`config.mk`:
```
export PLATFORM = sky130hd
export DESIGN_NAME = id_ex_stage
export DESIGN_NICKNAME = d
export VERILOG_FILES = /design/src/rtl/id_ex_stage.sv
export SDC_FILE = /design/constraint.sdc
export NUM_CORES = 1
export LEC_CHECK = 0
export CAP_MARGIN = 30
export CELL_PAD_IN_SITES_DETAIL_PLACEMENT = 2
export CELL_PAD_IN_SITES_GLOBAL_PLACEMENT = 2
export CORE_MARGIN = 2
export CORE_UTILIZATION = 26
export CTS_CLUSTER_SIZE = 12
export DETAILED_ROUTE_END_ITERATION = 6
export GPL_TIMING_DRIVEN = 1
export HOLD_SLACK_MARGIN = 0.15
export PLACE_DENSITY = 0.94
export SETUP_SLACK_MARGIN = 0.3
export SLEW_MARGIN = 20
export SYNTH_ARGS = -nofsm -noshare
export SYNTH_HDL_FRONTEND = slang
export SYNTH_SLANG_ARGS = --single-unit
```
`constraint.sdc`:
```
create_clock -name clk_i -period 2.5 [get_ports clk_i]
set_input_delay 0.5 -clock clk_i [delete_from_list [all_inputs] [get_ports clk_i]]
set_output_delay 0.5 -clock clk_i [all_outputs]
set_load 0.02 [all_outputs]
```
`src/rtl/id_ex_stage.sv`:
```
// rtl/id_ex_stage.sv - decode-to-execute pipeline register with write-back bypass and load-use hazard detection
//
// Purpose: captures the regfile read data and decode fields of the ID instruction and presents them
// to EX one cycle later. Operands are bypassed from the same-cycle write-back. Load-use hazards stall
// upstream and insert a one-cycle bubble. flush_i kills the ID instruction and hold_i freezes EX.
//
// Ports:
//   clk_i, rst_i                        clock, asynchronous active-low reset
//   id_valid_i, id_pc_i, id_imm_i       ID instruction valid, PC, immediate
//   id_ctrl_i                           decoded control bundle (bit MEMRD_BIT = load)
//   id_rs1/rs2/rd_addr_i                ID register indices
//   rs1_data_i, rs2_data_i              regfile read data
//   wb_wr_i, wb_rd_addr_i, wb_rd_data_i write-back port (bypass source)
//   flush_i, hold_i                     kill ID instruction / freeze EX registers
//   stall_o                             load-use stall request (combinational)
//   ex_*                                registered EX fields
//   bubble_cnt_o                        saturating count of load-use bubbles
module id_ex_stage #(
  parameter int n         = 32,
  parameter int address   = 5,
  parameter int CTRL_W    = 16,
  parameter int MEMRD_BIT = 0
) (
  input  logic               clk_i,
  input  logic               rst_i,
  input  logic               id_valid_i,
  input  logic [n-1:0]       id_pc_i,
  input  logic [n-1:0]       id_imm_i,
  input  logic [CTRL_W-1:0]  id_ctrl_i,
  input  logic [address-1:0] id_rs1_addr_i,
  input  logic [address-1:0] id_rs2_addr_i,
  input  logic [address-1:0] id_rd_addr_i,
  input  logic [n-1:0]       rs1_data_i,
  input  logic [n-1:0]       rs2_data_i,
  input  logic               wb_wr_i,
  input  logic [address-1:0] wb_rd_addr_i,
  input  logic [n-1:0]       wb_rd_data_i,
  input  logic               flush_i,
  input  logic               hold_i,
  output logic               stall_o,
  output logic               ex_valid_o,
  output logic [n-1:0]       ex_pc_o,
  output logic [n-1:0]       ex_imm_o,
  output logic [CTRL_W-1:0]  ex_ctrl_o,
  output logic [n-1:0]       ex_rs1_data_o,
  output logic [n-1:0]       ex_rs2_data_o,
  output logic [address-1:0] ex_rs1_addr_o,
  output logic [address-1:0] ex_rs2_addr_o,
  output logic [address-1:0] ex_rd_addr_o,
  output logic [15:0]        bubble_cnt_o
);

  logic [n-1:0] op1;
  logic [n-1:0] op2;
  logic [15:0]  bubble_cnt_q;
  logic         rd_match;

  // The regfile only commits on the edge, so a same-cycle write is taken from the WB port.
  // x0 always reads zero, even if something tries to write it.
  always_comb begin
    op1 = rs1_data_i;
    if (id_rs1_addr_i == '0)
      op1 = '0;
    else if (wb_wr_i && (wb_rd_addr_i == id_rs1_addr_i))
      op1 = wb_rd_data_i;

    op2 = rs2_data_i;
    if (id_rs2_addr_i == '0)
      op2 = '0;
    else if (wb_wr_i && (wb_rd_addr_i == id_rs2_addr_i))
      op2 = wb_rd_data_i;
  end

  assign rd_match = (ex_rd_addr_o != '0) &&
                    ((ex_rd_addr_o == id_rs1_addr_i) || (ex_rd_addr_o == id_rs2_addr_i));

  // Load data is only available after EX/MEM, so a dependent ID instruction waits one cycle.
  // Flush and hold take precedence, so no stall is requested under either.
  assign stall_o = id_valid_i && ex_valid_o && ex_ctrl_o[MEMRD_BIT] && rd_match &&
                   !flush_i && !hold_i;

  assign bubble_cnt_o = bubble_cnt_q;

  always_ff @(posedge clk_i or negedge rst_i) begin
    if (!rst_i) begin
      ex_valid_o    <= 1'b0;
      ex_pc_o       <= '0;
      ex_imm_o      <= '0;
      ex_ctrl_o     <= '0;
      ex_rs1_data_o <= '0;
      ex_rs2_data_o <= '0;
      ex_rs1_addr_o <= '0;
      ex_rs2_addr_o <= '0;
      ex_rd_addr_o  <= '0;
      bubble_cnt_q  <= '0;
    end else if (flush_i || (!hold_i && stall_o)) begin
      // Flush and bubble both leave EX empty. Only a bubble is counted.
      ex_valid_o    <= 1'b0;
      ex_pc_o       <= '0;
      ex_imm_o      <= '0;
      ex_ctrl_o     <= '0;
      ex_rs1_data_o <= '0;
      ex_rs2_data_o <= '0;
      ex_rs1_addr_o <= '0;
      ex_rs2_addr_o <= '0;
      ex_rd_addr_o  <= '0;
      if (!flush_i && (bubble_cnt_q != 16'hFFFF))
        bubble_cnt_q <= bubble_cnt_q + 16'd1;
    end else if (!hold_i) begin
      ex_valid_o    <= id_valid_i;
      ex_pc_o       <= id_pc_i;
      ex_imm_o      <= id_imm_i;
      ex_ctrl_o     <= id_valid_i ? id_ctrl_i : '0;
      ex_rs1_data_o <= op1;
      ex_rs2_data_o <= op2;
      ex_rs1_addr_o <= id_rs1_addr_i;
      ex_rs2_addr_o <= id_rs2_addr_i;
      ex_rd_addr_o  <= id_rd_addr_i;
    end
  end

endmodule

```
==> key figures <==
Detailed routing
  – Wirelength per Cell: 24.04 um
  – First-pass DRT Iterations: 4
  – Iter 0 DRT Violations: a little over 300
  – Final WL: around 40,000 um
  – Routed Antenna Nets: 0
  – DR vias/cell: between 5 and 6
  – Vias: 8,569
  – DRC Markers: 0

Cells and area
  – Core Util, Final: 0.4198
  – Commonest non-fill, non-tap cell in the layout: clkdlybuf4s50_1
  – Area Overhead vs Synth: 59.40%
  – Multi-input gate area in the final layout: ~4400 um^2
  – Number of fill cells in the layout: ~3.6k
  – Commonest non-fill, non-tap cells in the layout: clkdlybuf4s50_1 (357), dfrtp_1 (171), nand2_1 (105)
  – Seq. cell area: about 4400 um^2
  – Final nets: between 1k and 1.5k
  – Fin area: ~14,000 um^2
  – Cell Count, Final, Fillers Out: around 1.7k
  – Share of post-route cells with drive strength above 1: 0.1545

Clocking
  – CTS tree: yes
  – H-tree levels: 4
  – Root buf cell: clkbuf_16
  – Num CTS Buffers: 17
  – Maximum clock insertion buffer count: 2
  – CTS sink count: between 150 and 200
  – Clock transition at path regs: around 0.070 ns
  – Clk_lat worst skew: 0.45 ns

Pwr
  – P_leak: about 5.8 nW
  – Pwr Density: about 530 nW/um^2
  – VDD IR-drop max: slightly below 0.0005 V

Place
  – Placed Cells: between 1.5k and 2k
  – Gp weighted congestion: 0.8686
  – IO buf count: about 380
  – Placed standard-cell area: ~13,000 um^2
  – DP Wirelength: 28,910 um

Critical path
  – Crit Path Class: register to output port
  – Setup crit end kind: output port
  – CP arrival: 1.71 ns
  – Register-to-register setup slack: about 0.42 ns
  – Worst Path Required: about 2 ns
  – R2r startpoint: bubble_cnt_o[0]
  – Crit-path max FO: 4
  – Reg-to-Reg End: bubble_cnt_o[15]
  – Setup crit start kind: register
  – Worst Setup SP: ex_rd_addr_o[2]
  – R2r worst-path depth: 5

GRT
  – Congestion Overflow GR: 0
  – Largest net degree at the start of global routing: approximately 70
  – GRT Total Usage: 0.2215
  – First-pass GRT wire length: approximately 61,000 um
  – Vias in the first global route: 9,656
  – Initial antenna violation count: 8

Yosys
  – Synthesized instance count: between 800 and 900
  – Synth warnings: 0
  – Register area share after synthesis: 0.4854
  – Synth Cell Area: just over 9000 um^2
  – Mapped Nets: 1,058
  – Seq cells post-synth: about 180
  – Primary FF master, synth: dfrtp_1
  – Synth async-reset ratio: 1.000
  – Unique masters post-synth: between 40 and 50
  – Syn Area/Cell: between 10 and 15 um^2
  – Post-synth EDFFs: 0

STA
  – Layout Skew: 0.01300 ns
  – Setup_tns: 0 ns
  – Worst slew pin tran: between 0.7 and 0.8 ns
  – Max-slew headroom at the worst pin: 0.5006
  – Hold Violations, Final: 0
  – Hold_ws: around 0.36 ns
  – Slew Limit Fails: 0
  – Setup violators final: 0
  – RSZ-0062 raised after global routing: true
  – Clock period minus worst slack: around 2.2 ns
  – Maximum clock rate: about 450 MHz
  – Final worst path period share: 0.8836

Outcome
  – Status: completed

Die
  – Die area: roughly 36,000 um^2
  – Rows: 68
  – Initial Util: 0.2633
  – Die Span Y: ~190 um
  – Ports: about 380
  – Placeable Area: 34,460 um^2
  – Chip width: 190.8 um

Min path
  – Hold path startpoint: flush_i
  – Hold depth: 2
  – Hold Path Class: input pin to register
  – Hold Path End: ex_rs1_addr_o[1]

Job
  – Max Cap Viol: 0
==> cell families (layout without fill, tap and decap cells) <==
logic type | Yosys count | after routing | synth area share
compound gates | 265 | 265 | 0.1907
xor+xnor | 34 | 34 | 0.03282
fa+ha+maj | 1 | 1 | 0.001379
buf+inv | 84 | 465 | 0.04868
flops | 176 | 176 | 0.4854
mux | 66 | 66 | 0.1067
other cells | 0 | 8 | 0
simple gates | 229 | 229 | 0.1343
==> power breakdown <==
group	switching, W	total [W]	internal (W)
Sequential	0.000102	0.00309	0.00299
Combinational	0.000745	0.00156	0.000815
Clock	0.00121	0.00304	0.00182
==> through the flow <==
stage	setup slack, ns	total power [W]
after floorplan	0.3195	0.003743
after global routing	0.2186	0.007994
after global placement	-0.2762	0.004596
final	0.2911	0.007684
after detailed placement	-0.3444	0.004670
after CTS	0.2250	0.007766
==> per-layer routing <==
| metal | track usage | vias to the layer above | share of wire |
|---|---|---|---|
| met5 | 0 | - | 0.00022 |
| met4 | 0.08497 | 2 | 0.031 |
| met3 | 0.06551 | 59 | 0.071 |
| met2 | 0.3952 | 326 | 0.51 |
| met1 | 0.2468 | 4381 | 0.38 |
| li1 | - | 3801 | - |
==> cell type report <==
type,instances,share of cell area
antenna,8,0.001384
timing repair buffer,433,0.3062
multi-input combinational,595,0.3032
sequential,176,0.3049
inverter,2,0.0005190
tap,455,0.03936
clock buffer,21,0.03183
clock inverter,9,0.01254
==> how the worst max path moves through the flow <==
stage / end / slack, ns / cells past startpoint
after CTS: stall_o / 0.23 / 5
after floorplan: stall_o / 0.32 / 6
after global routing: stall_o / 0.22 / 5
after global placement: ex_rs2_data_o[23] / -0.28 / 7
final: stall_o / 0.29 / 5
after detailed placement: ex_rs1_data_o[23] / -0.34 / 7
==> Yosys cell counts, types with 2 or more instances <==
library cell  number  share of area
nand2_1          106          0.044
buf_6              8         0.0099
o21ai_0           80          0.044
o211ai_1          16          0.013
nor3b_2            2         0.0028
a32o_1            64          0.071
buf_1              4         0.0017
buf_2             10         0.0055
and3_1             4         0.0028
nor2b_1           81          0.056
mux2_4            60          0.099
nor4_2             2         0.0028
clkbuf_1          55          0.023
nand3_1            7         0.0039
and4_1             2         0.0019
nor4_1             3         0.0021
or4_1              2         0.0017
a21oi_1           98          0.054
xor2_1            16          0.015
mux2_2             5         0.0062
nand4_1            5         0.0034
buf_12             3         0.0066
xnor2_1           18          0.017
nor2_1             7         0.0029
dfrtp_1          176           0.49
nor4b_2            2         0.0033
==> state kept, by name, summed over array words and instances (netlist names) <==
register	flops
ex_rs1_addr_o	5
ex_rd_addr_o	5
ex_rs2_addr_o	5
ex_ctrl_o	16
ex_valid_o	1
ex_rs1_data_o	32
bubble_cnt_o	16
ex_imm_o	32
ex_pc_o	32
ex_rs2_data_o	32
==> what timing repair did <==
item / 4_1_cts / 5_1_grt
setup buffers: 12 / 2
endpoints found under the hold margin: 34 / 0
setup endpoints to repair: 73 / 77
pin swaps: 11 / 13
gates resized for setup: 28 / 18
hold buffers: 1 / 0
cloned: 2 / 1
==> worst max-delay path, cell delays in order, from the launching register on <==
cell and delay, ns:
dfrtp_2 0.49, xnor2_2 0.19, nand3_2 0.10, o22a_4 0.26, nor2_4 0.10, buf_12 0.12
(Power assumes the default switching activity.)
